### src/rtl/ldlt_scheduler.sv
// Loop-nest sequencer for the LDLT datapath: issues MAC/DIV/ROW ops with RAW hazard and credit control.
// Optional stall counter output o_stall_cnt is enabled by defining LDLT_SCHED_PERF_EN.
module ldlt_scheduler #(
  parameter int NODE_NUM = 1,
  parameter int IDX_W    = 10,
  parameter int MAX_OUT  = 4,
  parameter int CNT_W    = 16
) (
  input  logic             clk,
  input  logic             rst,
  input  logic             i_start,
  input  logic             i_abort,
  output logic             o_op_valid,
  input  logic             i_op_ready,
  output logic [1:0]       o_op_code,
  output logic [IDX_W-1:0] o_idx_i,
  output logic [IDX_W-1:0] o_idx_j,
  output logic [IDX_W-1:0] o_idx_k,
  input  logic             i_retire,
  output logic             o_busy,
  output logic             o_valid,
  output logic [CNT_W-1:0] o_op_cnt
`ifdef LDLT_SCHED_PERF_EN
  ,
  output logic [CNT_W-1:0] o_stall_cnt
`endif
);

  localparam int DIM   = 6 * NODE_NUM;
  localparam int OUT_W = $clog2(MAX_OUT + 1);
  localparam logic [1:0] OP_MAC = 2'd0;
  localparam logic [1:0] OP_DIV = 2'd1;
  localparam logic [1:0] OP_ROW = 2'd2;

  typedef enum logic [1:0] {IDLE, ISSUE, DRAIN, DONE} state_t;

  state_t           state_q;
  logic [IDX_W-1:0] rowIdx_q, colIdx_q, innerIdx_q;
  logic [OUT_W-1:0] outCnt_q, outCnt_d;
  logic [CNT_W-1:0] opCnt_q;
  logic [1:0]       curCode;
  logic             stall, issue, retireEff, lastOp;

  // The op kind falls out of the indices: k reaching j closes the MAC run, j reaching i closes the row.
  always_comb begin
    curCode = OP_MAC;
    if (colIdx_q == rowIdx_q) begin
      curCode = OP_ROW;
    end else if (innerIdx_q == colIdx_q) begin
      curCode = OP_DIV;
    end
  end

  assign stall     = (outCnt_q == OUT_W'(MAX_OUT)) || ((curCode != OP_MAC) && (outCnt_q != '0));
  assign o_op_valid = (state_q == ISSUE) && !stall && !i_abort;
  assign issue     = o_op_valid && i_op_ready;
  assign retireEff = i_retire && (outCnt_q != '0);
  assign lastOp    = (curCode == OP_ROW) && (rowIdx_q == IDX_W'(DIM - 1));

  always_comb begin
    outCnt_d = outCnt_q;
    if (issue && !retireEff) begin
      outCnt_d = outCnt_q + OUT_W'(1);
    end else if (!issue && retireEff) begin
      outCnt_d = outCnt_q - OUT_W'(1);
    end
  end

  assign o_op_code = (state_q == ISSUE) ? curCode : 2'd0;
  assign o_idx_i   = rowIdx_q;
  assign o_idx_j   = colIdx_q;
  assign o_idx_k   = (curCode == OP_MAC) ? innerIdx_q : '0;
  assign o_busy    = (state_q != IDLE);
  assign o_valid   = (state_q == DONE);

  always_ff @(posedge clk or posedge rst) begin
    if (rst) begin
      state_q    <= IDLE;
      rowIdx_q   <= '0;
      colIdx_q   <= '0;
      innerIdx_q <= '0;
      outCnt_q   <= '0;
      opCnt_q    <= '0;
    end else begin
      outCnt_q <= outCnt_d;
      if (issue && (opCnt_q != '1)) begin
        opCnt_q <= opCnt_q + CNT_W'(1);
      end
      if (i_abort && (state_q != IDLE)) begin
        state_q  <= IDLE;
        outCnt_q <= '0;
      end else begin
        case (state_q)
          IDLE: begin
            if (i_start) begin
              state_q    <= ISSUE;
              opCnt_q    <= '0;
              rowIdx_q   <= '0;
              colIdx_q   <= '0;
              innerIdx_q <= '0;
            end
          end
          ISSUE: begin
            if (issue) begin
              case (curCode)
                OP_MAC: innerIdx_q <= innerIdx_q + IDX_W'(1);
                OP_DIV: begin
                  colIdx_q   <= colIdx_q + IDX_W'(1);
                  innerIdx_q <= '0;
                end
                default: begin
                  if (lastOp) begin
                    state_q <= DRAIN;
                  end else begin
                    rowIdx_q   <= rowIdx_q + IDX_W'(1);
                    colIdx_q   <= '0;
                    innerIdx_q <= '0;
                  end
                end
              endcase
            end
          end
          DRAIN: begin
            if (outCnt_q == '0) begin
              state_q <= DONE;
            end
          end
          default: state_q <= IDLE;
        endcase
      end
    end
  end

  assign o_op_cnt = opCnt_q;

`ifdef LDLT_SCHED_PERF_EN
  logic [CNT_W-1:0] stallCnt_q;

  // Any ISSUE cycle without a completed handshake is counted as a stall.
  always_ff @(posedge clk or posedge rst) begin
    if (rst) begin
      stallCnt_q <= '0;
    end else if ((state_q == IDLE) && i_start) begin
      stallCnt_q <= '0;
    end else if ((state_q == ISSUE) && !issue && (stallCnt_q != '1)) begin
      stallCnt_q <= stallCnt_q + CNT_W'(1);
    end
  end

  assign o_stall_cnt = stallCnt_q;
`endif

endmodule

### config.mk
export PLATFORM = sky130hd
export DESIGN_NAME = ldlt_scheduler
export DESIGN_NICKNAME = d
export VERILOG_FILES = /design/src/rtl/ldlt_scheduler.sv
export SDC_FILE = /design/constraint.sdc
export NUM_CORES = 1
export LEC_CHECK = 0
export BUFFER_PORTS_ARGS = -buffer_cell sky130_fd_sc_hd__buf_2
export CORE_ASPECT_RATIO = 1.75
export CORE_MARGIN = 10
export CORE_UTILIZATION = 35
export CTS_CLUSTER_SIZE = 30
export DETAILED_ROUTE_END_ITERATION = 8
export PLACE_DENSITY = 0.56
export REMOVE_ABC_BUFFERS = 1
export SYNTH_ARGS = -nofsm -noshare
export SYNTH_HDL_FRONTEND = slang
export SYNTH_SLANG_ARGS = --single-unit
export TNS_END_PERCENT = 50
### constraint.sdc
create_clock -name clk -period 3.1 [get_ports clk]
set_input_delay 0.31 -clock clk [delete_from_list [all_inputs] [get_ports clk]]
set_output_delay 0.31 -clock clk [all_outputs]
set_load 0.01 [all_outputs]
# == After elaboration in Yosys (flattened, before gate mapping) ==
# Cells that the tools add are included.
# word_totals
ff_bits,51
output_inout_bits,51
mem_count,0
mem_bits_ro,0
ramBits,0
latch_bits,0
# op_classes
muxes,30
addsub,6
bitwise_logic,1
order_cmp,0
div_mod_pow,0
multipliers,0
n_eq_ne,22
shift,0
reduce_logical,28
# op_table
operator,count
$pmux W10 S2,5
$mux W10,8
$mux W16,4
$add A10 B1 Y10 const B,3
$eq A10 B10 Y1,2
$add A16 B1 Y16 const B,1
$mux W2,8
$ne A16 B16 Y1 const B,1
$ne A3 B2 Y1 const B,4
$reduce_and A6 Y1,2
$eq A10 B3 Y1 const B,1
$logic_and A1 B1 Y1,10
$ne A2 B2 Y1 const B,5
$reduce_and A5 Y1,2
$mux W3,3
$eq A2 B2 Y1 const B,3
$ne A3 B3 Y1 const B,2
$pmux W2 S3,1
$reduce_bool A2 Y1,3
$reduce_bool A3 Y1,2
$eq A2 B1 Y1 const B,2
$logic_not A1 Y1,4
$logic_not A2 Y1,2
$ne A4 B2 Y1 const B,1
other kinds (8),8

# == Depth between registers and ports, before layout ==
# Gate-level depths: netlist of run 1.
# depth
ltp_word,15
depth_mapped,13
mapped_depth_nobuf,11

# == Worst setup path after synthesis of run 1 ==
# No wires, ideal clock.
# synth_timing
path_kind,register to register
from,register colIdx_q[2] (netlist: o_idx_j[2])
to,register outCnt_q[2]
setup_slack_ns,0.160
t_required_ns,3.023
arrival_ns,2.862
path_buffers,2
period_less_slack_ns,2.940
setup_time_ns,0.077
stages_incl_launch_ff,14
path_cell_list,dfrtp_1 buf_2 xnor2_1 nand4_1 nor3_2 o31ai_2 clkbuf_1 nor2b_1 ha_1 inv_1 fa_1 xor2_1 or3_1 a21oi_1
# synth_via
elab_chain_cells,13
word_cells_on_any_way,17
cone_classes,eq/ne (2); mux (4); reduce/logical (11)
# synth_rtl
item,line_no,source
"start, declared",38,"logic [IDX_W-1:0] rowIdx_q, colIdx_q, innerIdx_q;"
"start signal, assigned",108,colIdx_q <= colIdx_q + IDX_W'(1);
$eq A10 B10 Y1,49,end else if (innerIdx_q == colIdx_q) begin
$mux W1,49,
$mux W2 *,47,if (colIdx_q == rowIdx_q) begin
$reduce_bool A2 Y1 *,54,assign stall = (outCnt_q == OUT_W'(MAX_OUT)) || ((curCode != OP_MAC) && (outCnt_q != '0));
$logic_and A1 B1 Y1 *,54,
$logic_or A1 B1 Y1 *,54,
$logic_not A1 Y1 *,55,assign o_op_valid = (state_q == ISSUE) && !stall && !i_abort;
$logic_and A1 B1 Y1 * (2 in series),55,
$logic_and A1 B1 Y1 *,56,assign issue = o_op_valid && i_op_ready;
$logic_and A1 B1 Y1 / $logic_not A1 Y1 (equally long branches),"62, 64",
$mux W3 / $logic_and A1 B1 Y1 (equally long branches),"62, 64",
$mux W3 / $reduce_bool A3 Y1 (equally long branches),-,
"end signal, assigned",85,outCnt_q <= outCnt_d;
"end, declared",39,"logic [OUT_W-1:0] outCnt_q, outCnt_d;"
# Mark *: on every way between the ends. The rest lies on a longest branch, timed or not.
# A chain may end at the register's enable or synchronous reset.

# == Worst setup path in the final report of run 1 ==
# layout_timing
from,register colIdx_q[6] (netlist: o_idx_j[6])
to,register state_q[0]
# layout_via
elab_chain_cells,12
word_cells_on_any_way,20
cone_classes,eq/ne (7); mux (2); reduce/logical (11)
# layout_rtl
item,line_no,source
$eq A10 B10 Y1,49,
$mux W1,49,
$mux W2 *,47,
$reduce_bool A2 Y1,54,
$logic_and A1 B1 Y1,54,
$logic_or A1 B1 Y1,54,
$logic_not A1 Y1,55,
$logic_and A1 B1 Y1 (2 in series),55,
$logic_and A1 B1 Y1,56,
$ne A3 B2 Y1 (no source line),-,
$reduce_and A5 Y1 (no source line) *,-,
"end signal, assigned",78,state_q <= IDLE;
"end signal, assigned",90,state_q <= IDLE;
"end signal, assigned",96,state_q <= ISSUE;
"end, declared",37,state_t state_q;
# Marked as above.

==> flow_summary.json, run 1 <==
{
  "status": "completed",
  "synth_cell_types": 45,
  "area_growth_pct": 19.3,
  "ys_seq_area_share_pct": 39.4,
  "skew_ns": 0.00500,
  "postSynthAreaPerCell_um2": 8.77,
  "fp.coreArea_um2": 9040,
  "dr.pass1.iters": 4,
  "critPathLaunch": "o_idx_j[6]$_DFFE_PP0P_",
  "r2r_end": "state_q[0]$_DFFE_PP0P_",
  "p_per_area_nw_per_um2": 617,
  "critPathKind": "reg -> reg",
  "holdWs_ns": 0.0699,
  "vias": 2883,
  "crit_required_ns": 3.29,
  "start_util_pct": 35.8,
  "ys_async_sr_fraction_pct": 100,
  "syn_inst": 369,
  "syn_area_um2": 3240,
  "reg2reg_slack_ns": 0.42,
  "clockBufferDepth": 2,
  "dp.final_hpwl_mm": 6.80,
  "slew_headroom_pct": 59.0,
  "total_power_mw": 2.38,
  "p_leak_nw": 1.82,
  "wl_per_cell_um": 16.2,
  "drv_slew": 0,
  "hp-class": "in -> async",
  "grt_max_degree": 28,
  "drc": 0,
  "die_h_um": 147,
  "dieWidth_um": 92.7,
  "grt_pass1_wl_mm": 15.3,
  "synth_compound_area_share_pct": 14.6,
  "fin_cells": 548,
  "crit_fanout": 7,
  "synth.area.mux_share_pct": 1.28,
  "post_cts_buffers": 0,
  "rr_startpoint": "o_idx_j[6]$_DFFE_PP0P_",
  "maxCapViolations": 0,
  "cts.sinks": 51,
  "overflow": 0,
  "ys_ff_latch": 51,
  "ir_drop_mv": 0.325,
  "synth_xor_area_share_pct": 9.43,
  "place_congestion": 0.808,
  "synth_edf_count": 0,
  "htreeDepth": 2,
  "yosys_warnings": 0,
  "rsz0062_at_grt": "no",
  "final.setup.tns_ns": 0,
  "viasPerCell": 5.26,
  "placed_cells": 540,
  "die_area_um2": 13600,
  "ctsResizeCount": 0,
  "synth_ff_type": "dfrtp_1",
  "hold_viol": 0,
  "tightest_slew_ns": 0.615,
  "period_share_pct": 86.4,
  "portBuffers": 56,
  "cp-start-kind": "register",
  "end_kind": "register",
  "clockRootBuffer": "clkbuf_16",
  "r2r_cells": 7,
  "clk_pin_slew_ns": 0.07,
  "crit_end": "state_q[0]$_DFFE_PP0P_",
  "seqCellArea_um2": 1280,
  "ctsHoldBuffers": 0,
  "cts_made_buffers": 5,
  "n_fill_cell": 933,
  "wl_mm": 8.88,
  "initialDrtViolationCount": 163,
  "cts_tree": "yes",
  "clock_latency_ns": 0.30,
  "fmax_mhz": 373,
  "synth_simple_gate_area_share_pct": 27.6,
  "nNetsFinal": 444,
  "multiInputGateArea_um2": 1860,
  "grtUsageTotal_pct": 13.6,
  "synth_top_family_by_area": "simple AND/OR/NAND/NOR gates",
  "pin_count": 57,
  "antenna_found_initial": 0,
  "drive_above_1_share_pct": 19.6,
  "setup_viol": 0,
  "synth_fa_ha_area_share_pct": 4.48,
  "fp-row-count": 46,
  "first_global_vias": 2956,
  "ant_nets": 0,
  "antenna_cells": 0,
  "worstPathArrival_ns": 2.87,
  "period_needed_ns": 2.68
}
cell usage in the layout (no fill, tap or decap), drive strengths merged, types with 2 or more instances in the layout:
cell    synthesis  final
or2             4      4
and3            8      8
ha             10     10
a21oi          11     11
nor2b           7      7
nor3            4      4
and2           21     21
nor2           33     33
or3             8      8
dfrtp          51     51
buf             6     65
nand3          20     20
nand4          12     12
clkbuf          8      6
nor4b           2      2
a21o            4      4
xnor2          21     21
xor2           13     13
or4             5      5
mux2i           3      3
a31oi           5      5
nand2b          5      5
nand4b          2      2
inv            11     11
o41ai           2      2
o21ai          30     30
bufinv          0      2
nand3b          2      2
nand2          34     34
o31ai          18     18
o21a            2      2
flip-flops by register name (all words and copies together) (netlist names):
signal	cells
o_op_cnt	16
outCnt_q	3
state_q	2
innerIdx_q	10
o_idx_i	10
o_idx_j	10
layer usage:
metal,up-vias,routed length [um],part of all wire (%),global-route usage [%]
met3,12,341,3.8,2.76
met5,-,0,0,0
li1,1420,-,-,-
met4,0,161,1.8,5.35
met2,57,4790,54,24.9
met1,1394,3590,40,14.8
how the worst min path moves through the flow:
stage | end | slack, ns | depth (start not counted)
2_1_floorplan | innerIdx_q[9]$_DFFE_PP0P_ | 0.48 | 1
3_3_place_gp | o_idx_i[5]$_DFFE_PP0P_ | 0.41 | 2
3_5_place_dp | o_idx_i[5]$_DFFE_PP0P_ | 0.41 | 2
4_1_cts | o_idx_i[5]$_DFFE_PP0P_ | 0.09 | 2
5_1_grt | o_idx_i[8]$_DFFE_PP0P_ | 0.12 | 2
6_report | o_idx_i[5]$_DFFE_PP0P_ | 0.07 | 2
synth_stat cells (2+ instances only):
library cell	instances	area, um2
or3_1	7	43.8
mux2i_1	3	30.0
nor3_1	3	15.0
xor2_1	13	114
nand2_1	34	128
nand4_1	12	75.1
xnor2_1	20	175
clkbuf_1	8	30.0
nor2_1	33	124
nor4b_1	2	17.5
or4_1	5	37.5
nand3_1	19	95.1
dfrtp_1	51	1280
buf_2	4	20.0
ha_1	10	125
nor2b_1	7	43.8
o21ai_0	30	150
and3_1	8	50.1
a21o_1	4	30.0
o21a_1	2	15.0
o41ai_1	2	17.5
inv_1	11	41.3
a31oi_1	5	31.3
nand4b_1	2	17.5
and2_1	21	131
o31ai_1	17	128
nand2b_1	5	31.3
a21oi_1	11	55.1
or2_2	4	25.0
where the power goes:
group | internal, mW | switching [mW] | leakage [nW]
Sequential | 0.713 | 0.0691 | 0.706
Clock | 0.464 | 0.260 | 0.0911
Combinational | 0.348 | 0.530 | 1.03
Total | 1.52 | 0.859 | 1.82
critical path, stage by stage, from the launching register on:
cell and delay (ns):
dfrtp_1 0.49, xnor2_1 0.20, nand4_1 0.19, or3_4 0.44, o31ai_1 0.41, o211a_1 0.26, mux2_2 0.35, a211oi_1 0.22
cells by family (layout without fill, tap and decap cells):
kind of cell,count (synthesis),in the layout
multiplexers,4,4
flip-flops,51,51
AO/OA/AOI/OAI,76,76
adder cells (fa/ha/maj),11,11
AND/OR/NAND/NOR,168,168
buffers and inverters,25,84
XOR/XNOR,34,34
through the flow:
step	area, um2	utilization, %	worst slack, ns
after global routing	3860	42.7	0.223
final	3860	42.7	0.421
after CTS	3860	42.7	0.407
after floorplan	3180	-	0.204
after detailed placement	3670	40.7	0.424
after global placement	3670	40.7	0.454
final cells by class:
type	instances	share of cell area, %
clock buffer	6	3.34
clock inverter	2	1.55
inverter	11	1.07
multi-input combinational	293	48.1
sequential	51	33.0
tap	120	3.89
timing repair buffer	65	9.01
Power figures use the tool's default switching activity.
==> inputs of run 2 (changes only) <==
--- a/config.mk
+++ b/config.mk
@@ -8,10 +8,10 @@
 export BUFFER_PORTS_ARGS = -buffer_cell sky130_fd_sc_hd__buf_2
 export CORE_ASPECT_RATIO = 1.75
 export CORE_MARGIN = 10
-export CORE_UTILIZATION = 35
+export CORE_UTILIZATION = 30
 export CTS_CLUSTER_SIZE = 30
 export DETAILED_ROUTE_END_ITERATION = 8
-export PLACE_DENSITY = 0.56
+export PLACE_DENSITY = 0.5
 export REMOVE_ABC_BUFFERS = 1
 export SYNTH_ARGS = -nofsm -noshare
 export SYNTH_HDL_FRONTEND = slang
==> run 2 against run 1 <==
Against the previous run:
- highest routed layer unchanged
- count of clock-buffer cells in the layout down 1
- sequential share of layout area up 0.27 points
- sequential cell count did not move
- sequential power hardly changed
- maximum frequency shrank 2.8%
- cell area decreased by 0.81%
- clock skew is 0.0022 ns higher
==> flow_summary.json, run 2 (synthesis gave the netlist of run 1 again) <==
{
  "skew_ns": 0.00720,
  "hold_viol": 0,
  "first_global_vias": 3141,
  "htreeDepth": 2,
  "worstPathArrival_ns": 2.97,
  "fmax_mhz": 363,
  "period_share_pct": 88.9,
  "dr.pass1.iters": 4,
  "period_needed_ns": 2.76,
  "critPathBufInv": 1,
  "maxCapViolations": 0,
  "ir_drop_mv": 0.297,
  "wl_met3_um": 402,
  "tightest_slew_ns": 0.561,
  "grtUsageTotal_pct": 12.1,
  "largest_reg_flops": 16,
  "dieWidth_um": 98.5,
  "n_fill_cell": 1137,
  "crit_fanout": 10,
  "cts_tree": "yes",
  "fin_cells": 558,
  "fp.coreArea_um2": 10600,
  "clk_pin_slew_ns": 0.07,
  "antenna_cells": 0,
  "fp-row-count": 50,
  "multiInputGateArea_um2": 1860,
  "status": "completed",
  "viasPerCell": 5.22,
  "ctsResizeCount": 0,
  "cp_top_family": "simple AND/OR/NAND/NOR gates",
  "wl_mm": 9.20,
  "drive_above_1_share_pct": 19.9,
  "ctsHoldBuffers": 0,
  "p_per_area_nw_per_um2": 579,
  "reg2reg_slack_ns": 0.34,
  "ant_nets": 0,
  "grt_max_degree": 27,
  "holdWs_ns": 0.0569,
  "met1_length_mm": 3.55,
  "cpPeakStageDelay_ns": 0.52,
  "clockRootBuffer": "clkbuf_16",
  "post_cts_buffers": 0,
  "drv_slew": 0,
  "end_kind": "register",
  "crit_required_ns": 3.32,
  "cp-start-kind": "register",
  "drc": 0,
  "setup_viol": 0,
  "hp-class": "in -> async",
  "die_h_um": 157,
  "critPathKind": "reg -> reg",
  "start_util_pct": 30.4,
  "cts_made_buffers": 5,
  "place_congestion": 0.822,
  "wl_per_cell_um": 16.5,
  "cts.sinks": 51,
  "portBuffers": 56,
  "layout_commonest_cell": "buf_2",
  "clockBufferDepth": 2,
  "overflow": 0,
  "clock_latency_ns": 0.30,
  "p_leak_nw": 1.80,
  "pin_count": 57,
  "vias": 2912,
  "initialDrtViolationCount": 102,
  "grt_pass1_wl_mm": 15.6,
  "critPathLaunch": "o_idx_j[2]$_DFFE_PP0P_",
  "area_growth_pct": 18.4,
  "nNetsFinal": 444,
  "top_layer_used": "met4",
  "dp.final_hpwl_mm": 7.05,
  "rr_startpoint": "o_idx_j[2]$_DFFE_PP0P_",
  "antenna_found_initial": 0,
  "crit_chain": "xnor2_1, nand4_1, nor3_1, o31ai_2, nor2b_1, ha_1, inv_1, fa_1, xor2_1, or3_1, a21oi_1",
  "worst_path_max_delay_cell": "dfrtp_1",
  "die_area_um2": 15500,
  "final.setup.tns_ns": 0,
  "wl_met2_mm": 5.05,
  "placed_cells": 550,
  "seqCellArea_um2": 1280,
  "rsz0062_at_grt": "no",
  "slew_headroom_pct": 62.5,
  "final_cell_mix": "56 x buf_2, 51 x dfrtp_1, 34 x nand2_1, 33 x nor2_1, 30 x o21ai_0"
}
-- run 2: final cells by class --
cell class | count | share of cell area (%)
clock inverter | 3 | 0.523
timing repair buffer | 65 | 9.08
sequential | 51 | 33.3
clock buffer | 5 | 3.27
tap | 130 | 4.25
multi-input combinational | 293 | 48.5
inverter | 11 | 1.08
-- run 2: final timing paths --
kind / to / cells past startpoint
worst min-delay path: o_idx_j[4]$_DFFE_PP0P_ / 2
max in group asynchronous: o_op_cnt[8]$_DFF_PP0_ / 3
min in group clk: o_op_cnt[11]$_DFF_PP0_ / 4
worst max-delay path: outCnt_q[2]$_DFFE_PP0P_ / 11
worst max register to register: outCnt_q[2]$_DFFE_PP0P_ / 11
worst min register to register: innerIdx_q[9]$_DFFE_PP0P_ / 1
-- run 2: per-stage QoR --
stage	setup slack [ns]	total power, mW	util (%)	area (um2)
after global routing	0.157	2.38	36.0	3830
after CTS	0.302	2.25	36.0	3830
final	0.344	2.22	36.0	3830
after global placement	0.402	1.65	34.7	3690
after floorplan	0.204	1.36	-	3180
after detailed placement	0.338	1.67	34.7	3690
-- run 2: worst reg2reg max path, cell delays in order, from the launching register on --
cell and delay (ns):
dfrtp_1 0.52, xnor2_1 0.20, nand4_1 0.18, nor3_1 0.12
o31ai_2 0.24, nor2b_1 0.17, ha_1 0.19, inv_1 0.06
fa_1 0.37, xor2_1 0.16, or3_1 0.30, a21oi_1 0.17
-- run 2: per-layer routing --
layer,GRT usage (%),vias to the layer above
met1,12.1,1410
li1,-,1425
met2,23.2,63
met4,5.21,0
met3,2.55,14
met5,0,-
-- run 2: power breakdown --
| group | internal [mW] | switching (mW) | total, mW | leakage [nW] |
|---|---|---|---|---|
| Clock | 0.299 | 0.270 | 0.568 | 0.0658 |
| Sequential | 0.713 | 0.0701 | 0.783 | 0.706 |
| Combinational | 0.336 | 0.529 | 0.865 | 1.03 |
==> inputs of run 3 (changes only) <==
--- a/config.mk
+++ b/config.mk
@@ -12,6 +12,7 @@
 export CTS_CLUSTER_SIZE = 30
 export DETAILED_ROUTE_END_ITERATION = 8
 export PLACE_DENSITY = 0.5
+export RECOVER_POWER = 25
 export REMOVE_ABC_BUFFERS = 1
 export SYNTH_ARGS = -nofsm -noshare
 export SYNTH_HDL_FRONTEND = slang
==> constraint.sdc (replaced) <==
create_clock -name clk -period 2.7 [get_ports clk]
set_input_delay 0.27 -clock clk [delete_from_list [all_inputs] [get_ports clk]]
set_output_delay 0.27 -clock clk [all_outputs]
set_load 0.01 [all_outputs]
==> run 3 against run 2 <==
Against the previous run:
- via count increased by 1.2%
- clock skew down 0.0027 ns
- worst hold slack gained 0.15 ns
- maximum frequency up 5.6%
- combinational power grew 27%
- highest routed layer unchanged
==> flow_summary.json, run 3 (synthesis gave the netlist of run 1 again) <==
{
  "status": "completed",
  "drv_slew": 0,
  "multiInputGateArea_um2": 1870,
  "wl_per_cell_um": 16.8,
  "fp-row-count": 50,
  "p_leak_nw": 1.91,
  "skew_ns": 0.00452,
  "grt_max_degree": 25,
  "ir_drop_mv": 0.360,
  "seqCellArea_um2": 1290,
  "portBuffers": 56,
  "die_h_um": 157,
  "internal-power_mw": 1.71,
  "cts.sinks": 51,
  "placed_cells": 573,
  "layout_commonest_cell": "buf_2",
  "p_per_area_nw_per_um2": 676,
  "vias": 2948,
  "clockRootBuffer": "clkbuf_16",
  "grt_pass1_wl_mm": 16.1,
  "area_growth_pct": 24.8,
  "switching_share_pct": 37.3,
  "drc": 0,
  "cts_tree": "yes",
  "first_global_vias": 3145,
  "pin_count": 57,
  "slew_headroom_pct": 32.3,
  "setup_slack_ns": 0.0897,
  "rsz0062_at_grt": "yes",
  "htreeDepth": 2,
  "start_util_pct": 30.4,
  "wl_mm": 9.74,
  "hp-class": "in -> async",
  "nNetsFinal": 467,
  "final.setup.tns_ns": 0,
  "critPathKind": "reg -> reg",
  "preCtsSetupSlack_ns": 0.0460,
  "placed_area_um2": 3860,
  "overflow": 0,
  "antenna_cells": 0,
  "place_congestion": 0.833,
  "crit_required_ns": 2.93,
  "clockBufferDepth": 2,
  "clkPwrFrac_pct": 26.8,
  "largest_reg_flops": 16,
  "fp.coreArea_um2": 10600,
  "post_cts_buffers": 0,
  "antenna_found_initial": 0,
  "cts_made_buffers": 5,
  "fin_cells": 580,
  "clk_pin_slew_ns": 0.07,
  "hold_viol": 0,
  "viasPerCell": 5.08,
  "reg2reg_slack_ns": 0.09,
  "grtUsageTotal_pct": 12.7,
  "ant_nets": 0,
  "worstPathArrival_ns": 2.84,
  "period_needed_ns": 2.61,
  "dp.final_hpwl_mm": 7.58,
  "initialDrtViolationCount": 119,
  "design_area_um2": 4040,
  "period_share_pct": 96.7,
  "clock_latency_ns": 0.30,
  "dieWidth_um": 98.5,
  "maxCapViolations": 0,
  "cp-start-kind": "register",
  "die_area_um2": 15500,
  "seqPwrFrac_pct": 32.7,
  "holdWs_ns": 0.206,
  "pwr-share-comb_pct": 40.4,
  "n_fill_cell": 1114,
  "switching_power_mw": 1.02,
  "dr.pass1.iters": 4,
  "fmax_mhz": 383,
  "tightest_slew_ns": 1.01,
  "end_kind": "register",
  "crit_fanout": 7,
  "setup_viol": 0,
  "final_cell_mix": "56 x buf_2, 42 x dfrtp_1, 34 x nand2_1, 33 x nor2_1",
  "drive_above_1_share_pct": 26.0
}
==> run 3: cell count changes in the layout (fill, tap and decap cells not counted), moves of 2 or more <==
cell,delta
buf_4,+21
dfrtp_1,-9
dfrtp_2,+9
clkbuf_1,+2
==> run 3: metal layers <==
metal / routed length, um / part of all wire, % / global-route usage [%] / up-vias
li1: - / - / - / 1464
met1: 3850 / 40 / 13.1 / 1432
met2: 5390 / 55 / 24.3 / 45
met3: 354 / 3.6 / 2.50 / 7
met4: 141 / 1.4 / 4.46 / 0
met5: 0 / 0 / 0 / -
==> run 3: per-stage QoR <==
stage                     power [mW]  utilization (%)
after floorplan                 1.56                -
after global placement          1.99             36.3
after detailed placement        2.00             36.3
after CTS                       2.75             37.8
after global routing            2.93             38.0
final                           2.73             38.0
==> run 3: path summary, 6_finish.rpt <==
kind	start	endpoint	depth (start not counted)
setup / recovery	o_idx_j[7]$_DFFE_PP0P_	outCnt_q[2]$_DFFE_PP0P_	11
hold / removal	rst	o_idx_j[8]$_DFFE_PP0P_	2
setup reg to reg	o_idx_j[7]$_DFFE_PP0P_	outCnt_q[2]$_DFFE_PP0P_	11
hold reg to reg	innerIdx_q[3]$_DFFE_PP0P_	innerIdx_q[3]$_DFFE_PP0P_	1
max in group asynchronous	rst	outCnt_q[2]$_DFFE_PP0P_	3
min in group clk	i_abort	outCnt_q[2]$_DFFE_PP0P_	3
==> run 3: power groups by stage <==
stage	registers (mW)	logic (mW)	clock network, mW
final	0.894	1.10	0.733
after global routing	0.907	1.24	0.776
after CTS	0.894	1.10	0.754
after floorplan	0.906	0.658	0
after global placement	0.906	1.08	0
after detailed placement	0.907	1.10	0
==> run 3: worst max-delay path: stages, from the launching register on <==
cell	delay, ns
dfrtp_2	0.45
xnor2_1	0.14
nand2_1	0.16
nor3_2	0.08
o31ai_2	0.26
nor2b_2	0.19
ha_1	0.19
inv_1	0.06
fa_1	0.38
xor2_1	0.17
or3_1	0.33
a21oi_2	0.13
==> run 3: layout make-up <==
class	instances	share of cell area (%)
multi-input combinational	293	46.4
sequential	51	31.9
timing repair buffer	88	12.7
tap	130	4.03
clock buffer	5	3.10
inverter	11	1.02
clock inverter	2	0.929
==> run 3: what timing repair did <==
item	in CTS	in global routing
gates resized for setup	0	13
endpoints found under the setup margin	0	8
hold buffers	0	0
